==> config.mk <==
export PLATFORM = sky130hd
export DESIGN_NAME = rr_input_port
export DESIGN_NICKNAME = d
export VERILOG_FILES = /design/src/rtl/rr_input_port.sv
export SDC_FILE = /design/constraint.sdc
export NUM_CORES = 1
export LEC_CHECK = 0
export BUFFER_PORTS_ARGS = -buffer_cell sky130_fd_sc_hd__buf_2
export CAP_MARGIN = 20
export CORE_MARGIN = 4
export CORE_UTILIZATION = 40
export CTS_CLUSTER_DIAMETER = 40
export DETAILED_ROUTE_END_ITERATION = 8
export SLEW_MARGIN = 20
export SYNTH_ARGS = -nofsm -noshare
export SYNTH_HDL_FRONTEND = slang
export SYNTH_SLANG_ARGS = --single-unit
==> constraint.sdc <==
create_clock -name clk -period 8.3 [get_ports clk]
set_input_delay 0.415 -clock clk [delete_from_list [all_inputs] [get_ports clk]]
set_output_delay 0.415 -clock clk [all_outputs]
set_load 0.02 [all_outputs]
==> src/rtl/rr_input_port.sv <==
// rr_input_port: router input port sitting in front of the round-robin output arbiters.
// Buffers incoming flits, computes the XY route of each head flit, requests one output
// through a 3-bit next-hop code and dequeues one flit per grant from that output's arbiter.
//
// Ports:
//   clk             clock
//   reset           asynchronous active-low reset
//   flit_i          incoming flit; [FLIT_W-1:FLIT_W-2] is the flit type
//   flit_valid_i    push strobe, one flit per cycle
//   grant_i         per-arbiter grants {N,S,W,E,L}, bit4 = N
//   flit_o          FIFO head flit to the crossbar (don't-care while flit_valid_o = 0)
//   flit_valid_o    head valid and route locked
//   nexthop_addr_o  requested output: 000 none, 001 N, 010 S, 011 W, 100 E, 101 L
//   credit_o        one-cycle credit pulse per freed slot
//   packet_end_o    one-cycle pulse when a tail or single flit is dequeued
//   overflow_o      sticky: push while full without a pop
//   route_err_o     sticky: non-head flit while idle, or U-turn route
module rr_input_port #(
    parameter int unsigned FLIT_W  = 32,
    parameter int unsigned DEPTH   = 4,
    parameter int unsigned COORD_W = 2,
    parameter int unsigned X_COORD = 0,
    parameter int unsigned Y_COORD = 0,
    parameter logic [2:0]  PORT_ID = 3'b001
) (
    input  logic              clk,
    input  logic              reset,
    input  logic [FLIT_W-1:0] flit_i,
    input  logic              flit_valid_i,
    input  logic [4:0]        grant_i,
    output logic [FLIT_W-1:0] flit_o,
    output logic              flit_valid_o,
    output logic [2:0]        nexthop_addr_o,
    output logic              credit_o,
    output logic              packet_end_o,
    output logic              overflow_o,
    output logic              route_err_o
);

    localparam int unsigned AW = (DEPTH > 1) ? $clog2(DEPTH) : 1;
    localparam logic [AW:0] FULL_CNT = (AW + 1)'(DEPTH);
    localparam logic [COORD_W-1:0] MY_X = COORD_W'(X_COORD);
    localparam logic [COORD_W-1:0] MY_Y = COORD_W'(Y_COORD);

    localparam logic [2:0] HOP_NONE = 3'b000;
    localparam logic [2:0] HOP_N    = 3'b001;
    localparam logic [2:0] HOP_S    = 3'b010;
    localparam logic [2:0] HOP_W    = 3'b011;
    localparam logic [2:0] HOP_E    = 3'b100;
    localparam logic [2:0] HOP_L    = 3'b101;

    typedef enum logic [0:0] {StIdle, StActive} state_e;

    // FIFO storage and bookkeeping
    logic [FLIT_W-1:0] r_mem [DEPTH];
    logic [AW-1:0]     r_wr_ptr;
    logic [AW-1:0]     r_rd_ptr;
    logic [AW:0]       r_count;

    state_e            r_state;
    state_e            w_state_next;
    logic [2:0]        r_route;

    logic              r_credit;
    logic              r_packet_end;
    logic              r_overflow;
    logic              r_route_err;

    logic [FLIT_W-1:0]  w_head;
    logic [1:0]         w_type;
    logic [COORD_W-1:0] w_dest_x;
    logic [COORD_W-1:0] w_dest_y;
    logic               w_empty;
    logic               w_full;
    logic               w_head_like;
    logic               w_is_last;
    logic [2:0]         w_route_raw;
    logic [2:0]         w_route;
    logic               w_uturn;
    logic               w_grant_sel;
    logic               w_req_valid;
    logic               w_latch;
    logic               w_discard;
    logic               w_pop_active;
    logic               w_pop;
    logic               w_push;

    // Head decode
    assign w_head      = r_mem[r_rd_ptr];
    assign w_type      = w_head[FLIT_W-1:FLIT_W-2];
    assign w_dest_x    = w_head[2*COORD_W-1:COORD_W];
    assign w_dest_y    = w_head[COORD_W-1:0];
    assign w_empty     = (r_count == '0);
    assign w_full      = (r_count == FULL_CNT);
    // Type bit 0 marks head (01) and single (11); bit 1 marks tail (10) and single (11).
    assign w_head_like = w_type[0];
    assign w_is_last   = w_type[1];

    // XY dimension-ordered route, X first
    always_comb begin
        w_route_raw = HOP_L;
        if (w_dest_x > MY_X) begin
            w_route_raw = HOP_E;
        end else if (w_dest_x < MY_X) begin
            w_route_raw = HOP_W;
        end else if (w_dest_y > MY_Y) begin
            w_route_raw = HOP_S;
        end else if (w_dest_y < MY_Y) begin
            w_route_raw = HOP_N;
        end
        // Sending a packet back where it came from would deadlock; deliver locally instead.
        w_uturn = (w_route_raw == PORT_ID);
        w_route = w_uturn ? HOP_L : w_route_raw;
    end

    // Only the grant from the arbiter we are requesting counts
    always_comb begin
        w_grant_sel = 1'b0;
        unique case (r_route)
            HOP_N:   w_grant_sel = grant_i[4];
            HOP_S:   w_grant_sel = grant_i[3];
            HOP_W:   w_grant_sel = grant_i[2];
            HOP_E:   w_grant_sel = grant_i[1];
            HOP_L:   w_grant_sel = grant_i[0];
            default: w_grant_sel = 1'b0;
        endcase
    end

    assign w_req_valid  = (r_state == StActive) && !w_empty;
    assign w_latch      = (r_state == StIdle) && !w_empty && w_head_like;
    assign w_discard    = (r_state == StIdle) && !w_empty && !w_head_like;
    assign w_pop_active = w_req_valid && w_grant_sel;
    assign w_pop        = w_pop_active || w_discard;
    // A full FIFO still accepts a push when a slot frees in the same cycle.
    assign w_push       = flit_valid_i && (!w_full || w_pop);

    // FSM: state register
    always_ff @(posedge clk or negedge reset) begin
        if (!reset) begin
            r_state <= StIdle;
        end else begin
            r_state <= w_state_next;
        end
    end

    // FSM: next state
    always_comb begin
        w_state_next = r_state;
        unique case (r_state)
            StIdle: begin
                if (w_latch) begin
                    w_state_next = StActive;
                end
            end
            StActive: begin
                if (w_pop_active && w_is_last) begin
                    w_state_next = StIdle;
                end
            end
            default: w_state_next = StIdle;
        endcase
    end

    // FSM: outputs; the request drops whenever the FIFO runs dry mid-packet
    always_comb begin
        flit_valid_o   = w_req_valid;
        nexthop_addr_o = w_req_valid ? r_route : HOP_NONE;
    end

    // Route latch, held for the whole packet
    always_ff @(posedge clk or negedge reset) begin
        if (!reset) begin
            r_route <= HOP_NONE;
        end else if (w_latch) begin
            r_route <= w_route;
        end
    end

    // FIFO storage
    always_ff @(posedge clk or negedge reset) begin
        if (!reset) begin
            for (int i = 0; i < DEPTH; i++) begin
                r_mem[i] <= '0;
            end
        end else if (w_push) begin
            r_mem[r_wr_ptr] <= flit_i;
        end
    end

    // Pointers wrap naturally because DEPTH is a power of two
    always_ff @(posedge clk or negedge reset) begin
        if (!reset) begin
            r_wr_ptr <= '0;
            r_rd_ptr <= '0;
            r_count  <= '0;
        end else begin
            if (w_push) begin
                r_wr_ptr <= r_wr_ptr + 1'b1;
            end
            if (w_pop) begin
                r_rd_ptr <= r_rd_ptr + 1'b1;
            end
            unique case ({w_push, w_pop})
                2'b10:   r_count <= r_count + 1'b1;
                2'b01:   r_count <= r_count - 1'b1;
                default: r_count <= r_count;
            endcase
        end
    end

    // Registered pulses and sticky flags
    always_ff @(posedge clk or negedge reset) begin
        if (!reset) begin
            r_credit     <= 1'b0;
            r_packet_end <= 1'b0;
            r_overflow   <= 1'b0;
            r_route_err  <= 1'b0;
        end else begin
            r_credit     <= w_pop;
            r_packet_end <= w_pop_active && w_is_last;
            if (flit_valid_i && w_full && !w_pop) begin
                r_overflow <= 1'b1;
            end
            if (w_discard || (w_latch && w_uturn)) begin
                r_route_err <= 1'b1;
            end
        end
    end

    assign flit_o       = w_head;
    assign credit_o     = r_credit;
    assign packet_end_o = r_packet_end;
    assign overflow_o   = r_overflow;
    assign route_err_o  = r_route_err;

endmodule
After elaboration in Yosys (flattened, before gate mapping)
Index checks and enable logic that the tools add are counted.

operators by class
  reductions and logical operators = 20
  mux-type cells = 17
  magnitude comparators = 7
  bitwise logic cells = 3
  equality and inequality tests = 9
  add/sub/neg operators = 4

operator list
  operator                                                                         count
  128-bit bitwise mux                                                              1
  32-bit 2-to-1 mux                                                                3
  32-bit binary-select mux with 2-bit select                                       1
  32-bit demux with 2-bit select                                                   1
  3-bit 2-to-1 mux                                                                 6
  1-bit logical AND                                                                11
  3-bit == test, second input constant                                             3
  3-bit by 1-bit == test with 1-bit output, second input constant                  2
  3-bit by 2-bit == test with 1-bit output, second input constant                  2
  3-bit greater-or-equal comparator, second input constant                         2
  2-bit NOT with 3-bit output                                                      2
  3-bit one-hot mux with 2 select lines                                            1
  1-bit one-hot mux with 5 select lines                                            1
  2-bit by 1-bit adder with 2-bit output, second input constant                    2
  2-bit by 1-bit greater-than comparator with 1-bit output, second input constant  2
  1-bit logical NOT                                                                4
  2-bit by 1-bit less-than comparator with 1-bit output, second input constant     2
  3-bit by 1-bit adder with 3-bit output, second input constant                    1
  3-bit logical NOT                                                                1
  1-bit logical OR                                                                 3
  3-bit by 1-bit less-than comparator with 1-bit output, second input constant     1
  3-bit by 1-bit subtractor with 3-bit output, second input constant               1
  2-bit by 1-bit == test with 1-bit output, second input constant                  1
  2-bit == test, second input constant                                             1
  4 further kinds                                                                  5

word-level totals
  logic and storage cells = 73
  output and inout bits = 40
  flip-flop bits (word level) = 143
  bits of input ports = 40

Logic depth before layout (Yosys ltp)
  word-level depth = 12
  gate-level depth with buffers = 12
  depth with buffers taken out = 10

Worst setup path after synthesis
No wires, ideal clock.

  path kind = reg2reg
  start point = reg r_rd_ptr[0]
  end point = reg r_count[2]
  library setup time = 0.147 ns
  slack = 5.486 ns
  stages on the path, launching flop included = 13
  path buffers = 2
  required time = 8.153 ns
  arrival = 2.667 ns
  period minus slack after synthesis = 2.814 ns
  path through = dfrtp_1 -> buf_6 -> mux4_2 -> nand2_1 -> o21a_4 -> buf_4 -> and2_1 -> nand2b_1 -> fa_1 -> nor2b_1 -> nor3b_1 -> mux2i_1 -> o311ai_0

between the ends
  word-level cells in the longest chain between the ends = 11
  elaborated cells between the ends (all ways) = 13
  those cells by class = eq/ne: 2; mux: 4; bitwise: 1; reduce/logical: 6

ends and longest elaborated chain
  item                                                                         RTL line  source
  from (decl)                                                                  57        logic [AW-1:0] r_rd_ptr;
  from (signal assigned)                                                       201       r_rd_ptr <= r_rd_ptr + 1'b1;
  2-bit NOT with 3-bit output (implied by the code) *                          89        assign w_head = r_mem[r_rd_ptr];
  32-bit binary-select mux with 2-bit select *                                 89
  32-bit 2-to-1 mux (implied by the code) * (2 in a row)                       89
  named net flit_o[30]                                                         31        output logic [FLIT_W-1:0] flit_o,
  1-bit logical NOT *                                                          131       assign w_discard = (r_state == StIdle) && !w_empty && !w_head_like;
  1-bit logical AND *                                                          131
  1-bit logical OR *                                                           133       assign w_pop = w_pop_active || w_discard;
  named net w_pop                                                              85        logic w_pop;
  1-bit logical OR                                                             135       assign w_push = flit_valid_i && (!w_full || w_pop);
  1-bit logical AND                                                            135
  2-bit by 1-bit == test with 1-bit output or 2-bit == test (tied branches)    203       unique case ({w_push, w_pop})
  3-bit one-hot mux with 2 select lines or 2-bit nonzero test (tied branches)  n/a
  to (signal assigned)                                                         204       2'b10: r_count <= r_count + 1'b1;
  to (signal assigned)                                                         205       2'b01: r_count <= r_count - 1'b1;
  to (signal assigned)                                                         206       default: r_count <= r_count;
  to (decl)                                                                    58        logic [AW:0] r_count;

The timed path passes the listed nets; every way through them passes the cells marked *. The select of a mux whose other input is x is not followed.
A chain may end at the register's enable or synchronous reset.

Worst setup path in the final report
  start point = reg r_rd_ptr[1]
  end point = reg r_mem[47] (netlist name)

between the ends
  word-level cells in the longest chain between the ends = 9

ends and longest elaborated chain
  item                                                  RTL line  source
  2-bit NOT with 3-bit output (implied by the code)     89
  32-bit binary-select mux with 2-bit select            89
  32-bit 2-to-1 mux (implied by the code) (2 in a row)  89
  1-bit logical NOT                                     131
  1-bit logical AND                                     131
  1-bit logical OR                                      133
  1-bit logical OR                                      135
  1-bit logical AND                                     135
  to (signal, indexed assignment)                       186       r_mem[r_wr_ptr] <= flit_i;
  to (decl)                                             55        logic [FLIT_W-1:0] r_mem [DEPTH];

No other way between the ends. The select of a mux whose other input is x is not followed.

==> qor_table.md <==
| Step | Parameter | This run |
| --- | --- | --- |
| status | Run status | complete, no violations |
| detailed routing | Number of DRC markers after the initial detailed-route iteration | 159 |
| clock tree | Total number of clock tree sinks | 143 |
| synthesis | Average cell area after synthesis | 17.4 sq um |
| clock tree | Clock Latency Late Sink | 0.42 ns |
| clock tree | CTS tree | done |
| final layout | Number of nets in the final layout | 526 |
| power and ir drop | Pwr Density | 401 nW/um^2 |
| synthesis | Post-synthesis compound-gate area fraction | 3.46% |
| placement | Post-detail-place hpwl | 9080 um |
| detailed routing | Count of vias placed by the detailed router | 3705 |
| global routing | GR met1 Demand/Resource | 20.9% |
| clock tree | Clock-pin slew of the registers on the worst-case setup and hold paths | 0.06 ns |
| power and ir drop | Combinational group share of total power | 36.5% |
| clock tree | Number of buffers created by CTS | 17 |
| synthesis | Dominant combinational cell family by area after synthesis | multiplexers |
| sta | Number of max-slew violations in the final report | 0 |
| synthesis | Mapped cell area | 6950 sq um |
| worst hold path | Worst min path class | in -> async |
| global routing | Total GRT Usage | 15.8% |
| global routing | Global route total overflow | 0 |
| detailed routing | Residual antenna-violating net count after detailed routing | 0 |
| detailed routing | Vias per std cell | 5.20 |
| power and ir drop | Peak supply drop | 0.164 mV |
| power and ir drop | Leak pwr | 3.92 nW |
| final layout | Commonest cells after routing, fill and taps aside | dfrtp_1 (141), mux2_4 (120), buf_2 (78) |
| sta | Crit share post-route | 41.5% |
| synthesis | Number of synthesis warnings | 0 |
| synthesis | Count of mapped cells out of synthesis | 399 |
| final layout | Total inserted antenna cells | 0 |
| die | Die width | 140 um |
| critical path | Slowest CP cell | dfrtp_2 |
| final layout | Post-layout instance area | 8140 sq um |
| placement | DP Cell Count | 682 |
| sta | Slew at the pin closest to its max-slew limit | 0.964 ns |
| critical path | CP Launch Type | flop |
| sta | Slew headroom | 35.7% |
| critical path | Crit path max fanout | 33 |
| global routing | Met2 track demand over resource in global routing | 25.2% |
| power and ir drop | Cell Int Power | 0.00232 W |
| synthesis | Mux contribution to synthesized area | 38.4% |
| synthesis | Share of flip-flops with an asynchronous set or reset after synthesis | 100% |
| synthesis | Primary flip-flop cell chosen by synthesis mapping | dfrtp_1 |
| critical path | Sort of element at the end of the critical path | flop |
| placement | Placed cell areas | 7480 sq um |
| die | Initial Util | 41.3% |
| sta | Setup repair after global routing missed its margin | no |
| synthesis | Post-synth EDFFs | 0 |
| clock tree | Clock Tree Buf Depth | 2 |
| die | Number of placement rows | 47 |
| global routing | Antenna violations before repair | 0 |
| die | Die Area | 19500 sq um |
| synthesis | Nets in the synthesized netlist | 444 |
| clock tree | Htree depth | 4 |
| sta | Max Clock Freq | 291 MHz |
| sta | Final setup violation count | 0 |
| die | Total core area | 16800 sq um |
| global routing | Most Used Layer, Global Route | met2 |
| detailed routing | Total length of routed wires | 14700 um |
| synthesis | Portion of the post-synthesis area used by sequential elements | 51.5% |
| placement | Gpl congestion | 0.753 |
| sta | Worst clock skew | 0.0119 ns |
| sta | Minimum period implied by the final worst setup slack | 3.44 ns |
| final layout | Area Growth Syn to Fin | 17.1% |
| synthesis | Synthesis-stage register bit count | 143 |
| synthesis | Arithmetic-cell share of the synthesized area counting full adders, half adders and majority gates | 1.01% |
| detailed routing | TritonRoute pass-1 iters | 4 |
| critical path | CP Cell Sequence | mux4_2 -> nand2_1 -> o21a_4 -> o211ai_4 -> buf_4 -> mux2_4 |
| final layout | Share of cells above drive strength 1 | 58.4% |
| synthesis | Synth Area in Simple Gates | 1.98% |
| critical path | Setup CP Type | reg -> reg |
| power and ir drop | Switching part of the total | 28.9% |
| global routing | Wire length of the first global-routing pass | 24200 um |
| placement | Number of I/O port buffers | 79 |
| detailed routing | DRC violation count after routing | 0 |
| critical path | Worst EP arrival | 3.74 ns |
| global routing | Pin count of the biggest net entering global routing | 85 |
| critical path | Largest stage delay, worst path | 1.00 ns |
| sta | Setup TNS | 0 ns |
| clock tree | Postcts setup bufs | 0 |
| clock tree | Post-CTS Hold Fix Bufs | 0 |
| die | Die span in y | 140 um |
| global routing | Met3 usage | 4.43% |
| sta | Total count of hold-check failures in the final report | 0 |
| final layout | Most common library cell in the layout ignoring fill and taps | dfrtp_1 |
| die | Boundary Pins | 80 |
| clock tree | Post-CTS sizing | 0 |
| detailed routing | Routed wire per std cell | 20.7 um |
| clock tree | Library cell used as clock root buffer | clkbuf_16 |
| final layout | Non-filler cells, final | 713 |
| global routing | Number of global-route vias before repair | 4254 |
| flow run | Max Cap Violations | 0 |
| power and ir drop | Switching power summed over all nets | 0.000944 W |
| critical path | Data required time of the worst path | 8.60 ns |
| synthesis | Xor and xnor fraction of the mapped netlist area | 0.631% |
| power and ir drop | Proportion of power drawn by the clock network | 25.8% |
| synthesis | Synth unique cells | 40 |
| power and ir drop | Fraction of power consumed by sequential logic | 37.7% |
[area by class of cell]
type / instances / area, sq um
Clock buffer: 20 / 467
Clock inverter: 11 / 186
Fill cell: 1492 / 8680
Inverter: 6 / 22.5
Multi-Input combinational cell: 228 / 3160
Sequential cell: 143 / 3580
Tap cell: 220 / 275
Timing Repair Buffer: 85 / 447
[critical path: cells and delay by family (launching register included)]
family / cells / cell delay [ns]
DFF: 1 / 1.00
AOI/OAI and AO/OA: 2 / 0.96
muxes: 2 / 0.77
buffers and inverters: 1 / 0.48
and+or+nand+nor: 1 / 0.10
[synth_stat cells (all sizes together) (2+ instances only)]
cell type	n	area, sq um
dfrtp	143	3580
mux2	130	1910
mux4	32	721
buf	17	169
nor2	9	33.8
o211ai	7	108
inv	6	22.5
clkbuf	5	18.8
nand2	5	18.8
o21ai	5	28.8
ha	4	50.1
and3	3	18.8
mux2i	3	30.0
nand2b	3	18.8
xor2	3	26.3
a21oi	2	10.0
nand3	2	10.0
o22ai	2	12.5
xnor2	2	17.5
[metrics by stage]
stage / hold slack [ns] / util (%) / setup WS (ns) / total power, W
finish: 0.0547 / 48.4 / 4.86 / 0.00326
global route: 0.112 / 48.4 / 4.68 / 0.00344
CTS: 0.0909 / 48.4 / 4.72 / 0.00330
detailed placement: 0.456 / 44.5 / 4.76 / 0.00243
global placement: 0.465 / 44.5 / 4.84 / 0.00240
floorplan: 0.119 / - / 5.49 / 0.00217
[cell families after synthesis]
group / count (synthesis)
DFF: 143
and+or+nand+nor: 28
AOI/OAI and AO/OA: 25
buffers and inverters: 28
xor gates and xnor gates: 5
adders and majority gates: 5
muxes: 165
[power groups by stage]
stage | registers, W | clock network (W) | logic, W
6_report | 0.00123 | 0.000843 | 0.00119
5_1_grt | 0.00127 | 0.000894 | 0.00128
4_1_cts | 0.00123 | 0.000861 | 0.00121
3_5_place_dp | 0.00123 | 0 | 0.00121
3_3_place_gp | 0.00122 | 0 | 0.00118
2_1_floorplan | 0.00116 | 0 | 0.00101
[metal layers]
layer  vias up  part of all wire, %
met5         -                    0
met4         0                  1.5
met3        18                  4.6
met2        87                   48
met1      1955                   46
li1       1645                    -
[worst paths after layout]
| check | slack [ns] | endpoint | from | depth (start not counted) |
|---|---|---|---|---|
| worst min-delay path | 0.05 | r_mem[60] | reset | 1 |
| worst max-delay path | 4.86 | r_mem[47] | r_rd_ptr[1] | 6 |
| min in group clk | 0.28 | r_mem[116] | flit_i[20] | 2 |
| worst max register to register | 4.86 | r_mem[47] | r_rd_ptr[1] | 6 |
| max in group asynchronous | 6.93 | r_rd_ptr[0] | reset | 2 |
| worst min register to register | 0.46 | route_err_o | route_err_o | 2 |
[state kept, by name (all words and copies together), names as in the netlist]
register      flops
r_state           1
r_route           3
overflow_o        1
r_mem           128
r_rd_ptr          2
r_wr_ptr          2
packet_end_o      1
route_err_o       1
r_count           3
credit_o          1
Power figures use the tool's default switching activity.
